$ cat src/rtl/ahb_rr_arbiter.sv
// Round-robin arbiter sharing one AHB slave port (the APB bridge) between NUM_MASTERS masters.
// Define ARB_LOCK_EN to let hlock[owner] pin the current owner; otherwise hlock is ignored.
//
// state | meaning
// PARK  | no request pending, master 0 granted by default, htrans forced IDLE
// OWN   | a requesting master holds the address phase
module ahb_rr_arbiter #(
   parameter int NUM_MASTERS = 4,
   parameter int ADDR_W      = 32,
   parameter int DATA_W      = 32,
   parameter int MAX_HOLD    = 16
) (
   input  logic                          hclk,
   input  logic                          hreset,
   input  logic [NUM_MASTERS-1:0]        hbusreq,
   input  logic [NUM_MASTERS-1:0]        hlock,
   input  logic [NUM_MASTERS*ADDR_W-1:0] m_haddr,
   input  logic [NUM_MASTERS*2-1:0]      m_htrans,
   input  logic [NUM_MASTERS-1:0]        m_hwrite,
   input  logic [NUM_MASTERS*DATA_W-1:0] m_hwdata,
   output logic [NUM_MASTERS-1:0]        hgrant,
   output logic [$clog2(NUM_MASTERS)-1:0] hmaster,
   output logic [ADDR_W-1:0]             haddr,
   output logic [1:0]                    htrans,
   output logic                          hwrite,
   output logic [DATA_W-1:0]             hwdata,
   input  logic                          hready
);
   localparam int IDX_W  = $clog2(NUM_MASTERS);
   localparam int HOLD_W = $clog2(MAX_HOLD);
   localparam logic [1:0] TR_IDLE   = 2'b00;
   localparam logic [1:0] TR_NONSEQ = 2'b10;
   localparam logic [1:0] TR_SEQ    = 2'b11;

   typedef enum logic {ST_PARK = 1'b0, ST_OWN = 1'b1} state_t;

   state_t                  r_state, w_state_nxt;
   logic [IDX_W-1:0]        r_owner, w_owner_nxt;
   logic [IDX_W-1:0]        r_data_owner;
   logic [IDX_W-1:0]        r_rr_ptr, w_rr_nxt;
   logic [HOLD_W-1:0]       r_hold_cnt, w_hold_nxt;
   logic [NUM_MASTERS-1:0]  r_hgrant, w_grant_nxt;
   logic [IDX_W-1:0]        r_hmaster;
   logic [NUM_MASTERS-1:0]  w_req_others;
   logic [IDX_W-1:0]        w_win;
   logic [1:0]              w_owner_trans;
   logic                    w_locked;
   logic                    w_hold_hit;
   logic                    w_rearb;

   // First requester strictly after ptr, wrapping modulo NUM_MASTERS.
   function automatic logic [IDX_W-1:0] f_winner(input logic [NUM_MASTERS-1:0] req,
                                                  input logic [IDX_W-1:0] ptr);
      logic [IDX_W-1:0] win;
      logic             found;
      int               idx;
      win   = '0;
      found = 1'b0;
      for (int i = 1; i <= NUM_MASTERS; i++) begin
         idx = int'(ptr) + i;
         if (idx >= NUM_MASTERS) idx = idx - NUM_MASTERS;
         if (!found && req[idx]) begin
            found = 1'b1;
            win   = IDX_W'(idx);
         end
      end
      return win;
   endfunction

`ifdef ARB_LOCK_EN
   assign w_locked = (r_state == ST_OWN) && hlock[r_owner];
`else
   logic w_unused_hlock;
   assign w_unused_hlock = ^hlock;
   assign w_locked       = 1'b0;
`endif

   always_comb begin
      w_owner_trans = m_htrans[int'(r_owner)*2 +: 2];
      // The owner never competes against itself when its hold limit expires.
      w_req_others = hbusreq;
      if (r_state == ST_OWN) w_req_others[r_owner] = 1'b0;
      w_win      = f_winner(w_req_others, r_rr_ptr);
      w_hold_hit = (r_hold_cnt >= HOLD_W'(MAX_HOLD-1)) && (|w_req_others) &&
                   ((w_owner_trans == TR_IDLE) || (w_owner_trans == TR_NONSEQ));
      w_rearb    = !w_locked && (!hbusreq[r_owner] || w_hold_hit);
   end

   always_comb begin
      w_state_nxt = r_state;
      w_owner_nxt = r_owner;
      w_hold_nxt  = r_hold_cnt;
      w_rr_nxt    = r_rr_ptr;
      if (hready) begin
         case (r_state)
            ST_PARK: begin
               if (|hbusreq) begin
                  w_state_nxt = ST_OWN;
                  w_owner_nxt = w_win;
                  w_hold_nxt  = '0;
                  w_rr_nxt    = w_win;
               end
            end
            ST_OWN: begin
               if (w_rearb) begin
                  w_hold_nxt = '0;
                  if (|w_req_others) begin
                     w_owner_nxt = w_win;
                     w_rr_nxt    = w_win;
                  end else begin
                     w_state_nxt = ST_PARK;
                     w_owner_nxt = '0;
                  end
               end else if (!w_locked &&
                            ((w_owner_trans == TR_NONSEQ) || (w_owner_trans == TR_SEQ)) &&
                            (r_hold_cnt < HOLD_W'(MAX_HOLD-1))) begin
                  w_hold_nxt = r_hold_cnt + HOLD_W'(1);
               end
            end
            default: begin
               w_state_nxt = ST_PARK;
               w_owner_nxt = '0;
               w_hold_nxt  = '0;
            end
         endcase
      end
      w_grant_nxt              = '0;
      w_grant_nxt[w_owner_nxt] = 1'b1;
   end

   always_ff @(posedge hclk) begin
      if (hreset) begin
         r_state      <= ST_PARK;
         r_owner      <= '0;
         r_data_owner <= '0;
         r_hold_cnt   <= '0;
         r_rr_ptr     <= IDX_W'(NUM_MASTERS-1);
         r_hgrant     <= NUM_MASTERS'(1);
         r_hmaster    <= '0;
      end else begin
         r_state    <= w_state_nxt;
         r_owner    <= w_owner_nxt;
         r_hold_cnt <= w_hold_nxt;
         r_rr_ptr   <= w_rr_nxt;
         r_hgrant   <= w_grant_nxt;
         r_hmaster  <= w_owner_nxt;
         if (hready) r_data_owner <= r_owner;
      end
   end

   assign hgrant  = r_hgrant;
   assign hmaster = r_hmaster;
   assign haddr   = m_haddr[int'(r_owner)*ADDR_W +: ADDR_W];
   assign htrans  = (r_state == ST_PARK) ? TR_IDLE : w_owner_trans;
   assign hwrite  = m_hwrite[r_owner];
   assign hwdata  = m_hwdata[int'(r_data_owner)*DATA_W +: DATA_W];

endmodule
$ cat config.mk
export PLATFORM = sky130hd
export DESIGN_NAME = ahb_rr_arbiter
export DESIGN_NICKNAME = d
export VERILOG_FILES = /design/src/rtl/ahb_rr_arbiter.sv
export SDC_FILE = /design/constraint.sdc
export NUM_CORES = 1
export LEC_CHECK = 0
export BUFFER_PORTS_ARGS = -buffer_cell sky130_fd_sc_hd__buf_2
export CELL_PAD_IN_SITES_DETAIL_PLACEMENT = 0
export CELL_PAD_IN_SITES_GLOBAL_PLACEMENT = 1
export CORE_AREA = 2 2 137 139
export CTS_CLUSTER_DIAMETER = 50
export DETAILED_ROUTE_END_ITERATION = 8
export DIE_AREA = 0 0 139 141
export PLACE_DENSITY = 0.63
export SETUP_SLACK_MARGIN = 0.1
export SLEW_MARGIN = 0
export SYNTH_ARGS = -nofsm -noshare
export SYNTH_HDL_FRONTEND = slang
export SYNTH_SLANG_ARGS = --single-unit
$ cat constraint.sdc
create_clock -name hclk -period 3.97 [get_ports hclk]
set_input_delay 0.5955 -clock hclk [delete_from_list [all_inputs] [get_ports hclk]]
set_output_delay 0.5955 -clock hclk [all_outputs]
set_load 0.02 [all_outputs]
==> flow_metrics.env <==
export IMPL_cts_htree_levels=1
export IMPL_layout_drive_gt1_share_pct=82.67
export IMPL_cts_root_buf="clkbuf_16"
export IMPL_whs_ns=0.4943
export IMPL_peakVddDrop_v=0.0002164
export IMPL_die_height_um=141
export IMPL_numCtsBuffers=3
export IMPL_r2r_start="hmaster[0]"
export IMPL_r2r_setup_slack_ns=1.62
export IMPL_cp_end_kind="output port"
export IMPL_synth_adder_area_share_pct=0.4831
export IMPL_max_freq_mhz=362.7
export IMPL_tns_ns=0
export IMPL_rsz0062_at_grt="false"
export IMPL_hold_viol_final=0
export IMPL_hold_buffers=0
export IMPL_worstSetupPathType="register to output port"
export IMPL_drtAntennaViolNets=0
export IMPL_synth_cell_types=48
export IMPL_layout_min_cycle_time_ns=2.757
export IMPL_hold_start="r_data_owner[1]"
export IMPL_wl_um=14260
export IMPL_layout_cells_non_filler=766
export IMPL_p_int_uw=612.3
export IMPL_critical_path_required_ns=3.37
export IMPL_yosys_warnings=0
export IMPL_num_io_pins=352
export IMPL_cp_max_fo=26
export IMPL_wl_per_cell_um=18.61
export IMPL_numClockSinks=15
export IMPL_total_power_mw=1.005
export IMPL_min_period_over_period_pct=69.46
export IMPL_slowest_stage="dfxtp_2"
export IMPL_vias_per_cell=4.380
export IMPL_synth_top_family_by_area="multiplexers"
export IMPL_gr_total_overflow=0
export IMPL_port_buffers=347
export IMPL_gp_congestion=0.8395
export IMPL_ys_seq_elements=15
export IMPL_cts_tree="built"
export IMPL_timing_rr_end="hgrant[3]"
export IMPL_slowest_delay_ns=0.88
export IMPL_dp_cells=761
export IMPL_swShare_pct=39.08
export IMPL_holdPathStages=2
export IMPL_arrival_ns=2.16
export IMPL_synth_area_um2=2590
export IMPL_start_util_pct=14.18
export IMPL_cap_viol_max_count=0
export IMPL_slew_viol_final=0
export IMPL_vias=3355
export IMPL_netlist_instances=197
export IMPL_p_leak_nw=2.136
export IMPL_switching_power_uw=392.7
export IMPL_hold_class="register to register"
export IMPL_grt_pass1_vias=3459
export IMPL_grt_pass1_wl_um=20580
export IMPL_drt_iter0_markers=147
export IMPL_start_kind="register"
export IMPL_antenna_found_initial=1
export IMPL_worst_clock_skew_ns=0.002723
export IMPL_rows=50
export IMPL_setup_viol=0
export IMPL_hpwl_um=12710
export IMPL_die_w_um=139
export IMPL_synth_mux_area_share_pct=62.03
export IMPL_drc=0
export IMPL_p_clk_share_pct=19.5
export IMPL_cts_clk_slew_worst_paths_ns=0.05
export IMPL_die_area_um2=19600
export IMPL_async_reset_ff_share_pct=0
export IMPL_synthSimpleGateAreaFrac_pct=7.585
export IMPL_ctsResizeCount=0
export IMPL_worst_pin_slew_ns=0.8667
export IMPL_grt_total_usage_pct=13.59
export IMPL_reg2reg_depth=7
export IMPL_synth_compound_area_share_pct=12.46
export IMPL_synth_fp_nets=477
export IMPL_final_util_pct=25.49
export IMPL_combPwrFrac_pct=61.8
export IMPL_clockBufferDepth=2
export IMPL_slew_headroom_pct=42.22
export IMPL_clk_insertion_delay_late_ns=0.25
export IMPL_path_cells="buf_4 > mux4_2 > buf_2"
export IMPL_cts_setup_buffers=0
export IMPL_fin_nets=812
export IMPL_first_pass_iters=4
export IMPL_coreArea_um2=18270
export IMPL_syn_area_per_cell_um2=13.15
export IMPL_status="finished clean"
export IMPL_ys_flop_type="dfxtp_1"
export IMPL_synth_xor_area_share_pct=1.014
export IMPL_synth_edff_count=0
export IMPL_area_delta_synth_final_pct=79.76
export IMPL_grt_max_degree=36
export IMPL_powerDensity_nw_per_um2=215.9
export IMPL_seqPwrFrac_pct=18.7
export IMPL_seq_area_frac_synth_pct=11.59
export IMPL_hold_path_end="r_data_owner[1]"
registers in the layout, indices dropped and copies added, names as in the netlist:
signal / count
hgrant: 4
hmaster: 2
r_data_owner: 2
r_hold_cnt: 4
r_rr_ptr: 2
r_state: 1
cells in the mapped netlist, types with 3 or more instances:
cell type | instances | area share (%)
mux4_2 | 68 | 59
dfxtp_1 | 15 | 12
clkbuf_1 | 12 | 1.7
a21oi_1 | 9 | 1.7
buf_2 | 7 | 1.4
inv_1 | 7 | 1.0
nand2_1 | 7 | 1.0
nand3_1 | 6 | 1.2
and2_1 | 5 | 1.2
nor3_1 | 5 | 0.97
nor2_1 | 4 | 0.58
a211oi_2 | 3 | 1.4
mux2_2 | 3 | 1.3
mux2i_1 | 3 | 1.2
nand2b_1 | 3 | 0.72
o21ai_0 | 3 | 0.58
layout make-up:
class / count / area [µm²]
fill: 2003 / 13610
multi-input combinational: 153 / 2165
timing repair buffer: 352 / 1787
sequential: 15 / 304.0
tap: 234 / 292.8
clock buffer: 4 / 78.83
inverter: 7 / 26.28
antenna: 1 / 2.502
layer usage:
layer  part of all wire (%)  global-route usage (%)
met2                     51                   24.37
met1                     40                   17.23
met5                      0                       0
met4                   0.31                  0.9038
met3                    8.3                   3.533
power by group through the flow:
stage                     logic, mW  clock network, mW  registers [mW]
after CTS                     0.625              0.198           0.189
after global placement        0.620                  0           0.192
after floorplan               0.370                  0           0.177
after global routing          0.661              0.208           0.191
final                         0.621              0.196           0.188
after detailed placement      0.623                  0           0.192
worst max-delay path, delay by kind of cell (launching register included):
kind / cells / cell delay [ns]
multiplexers: 1 / 0.53
buffers and inverters: 2 / 0.48
flip-flops: 1 / 0.88
kinds of logic (layout without fill, tap and decap cells):
logic type / Yosys count / count (layout)
AOI/OAI and AO/OA: 37 / 37
and+or+nand+nor: 37 / 37
xor gates and xnor gates: 3 / 3
DFF: 15 / 15
muxes: 75 / 75
buffers and inverters: 29 / 363
adders and majority gates: 1 / 1
other: 0 / 1
how the worst max path moves through the flow:
| stage | from | to | slack, ns | depth (start not counted) |
|---|---|---|---|---|
| floorplan | hmaster[0] | haddr[11] | 1.44 | 4 |
| global placement | r_data_owner[0] | hwdata[28] | 1.44 | 3 |
| detailed placement | r_data_owner[0] | hwdata[28] | 1.42 | 3 |
| CTS | r_data_owner[0] | hwdata[28] | 1.16 | 3 |
| global route | r_data_owner[0] | hwdata[28] | 1.06 | 3 |
| finish | r_data_owner[0] | hwdata[28] | 1.21 | 3 |
cells in the final DEF (no fill, tap or decap), types with 3 or more instances in the layout:
master / count
buf_2: 347
o21ai_0: 3
a21oi_1: 9
a211oi_2: 3
nor2_1: 4
nand2_1: 7
nor3_1: 5
mux2_2: 3
dfxtp_1: 12
dfxtp_2: 3
inv_1: 7
mux2i_1: 3
mux4_2: 68
nand3_1: 6
nand2b_1: 3
buf_4: 4
and2_1: 5
clkbuf_16: 3
per-stage QoR:
| stage | instance area [µm²] | worst slack (ns) |
|---|---|---|
| 2_1_floorplan | 2590 | 1.436 |
| 3_3_place_gp | 4574 | 1.435 |
| 3_5_place_dp | 4574 | 1.421 |
| 4_1_cts | 4653 | 1.161 |
| 5_1_grt | 4653 | 1.055 |
| 6_report | 4656 | 1.213 |
(Power assumes the default switching activity.)
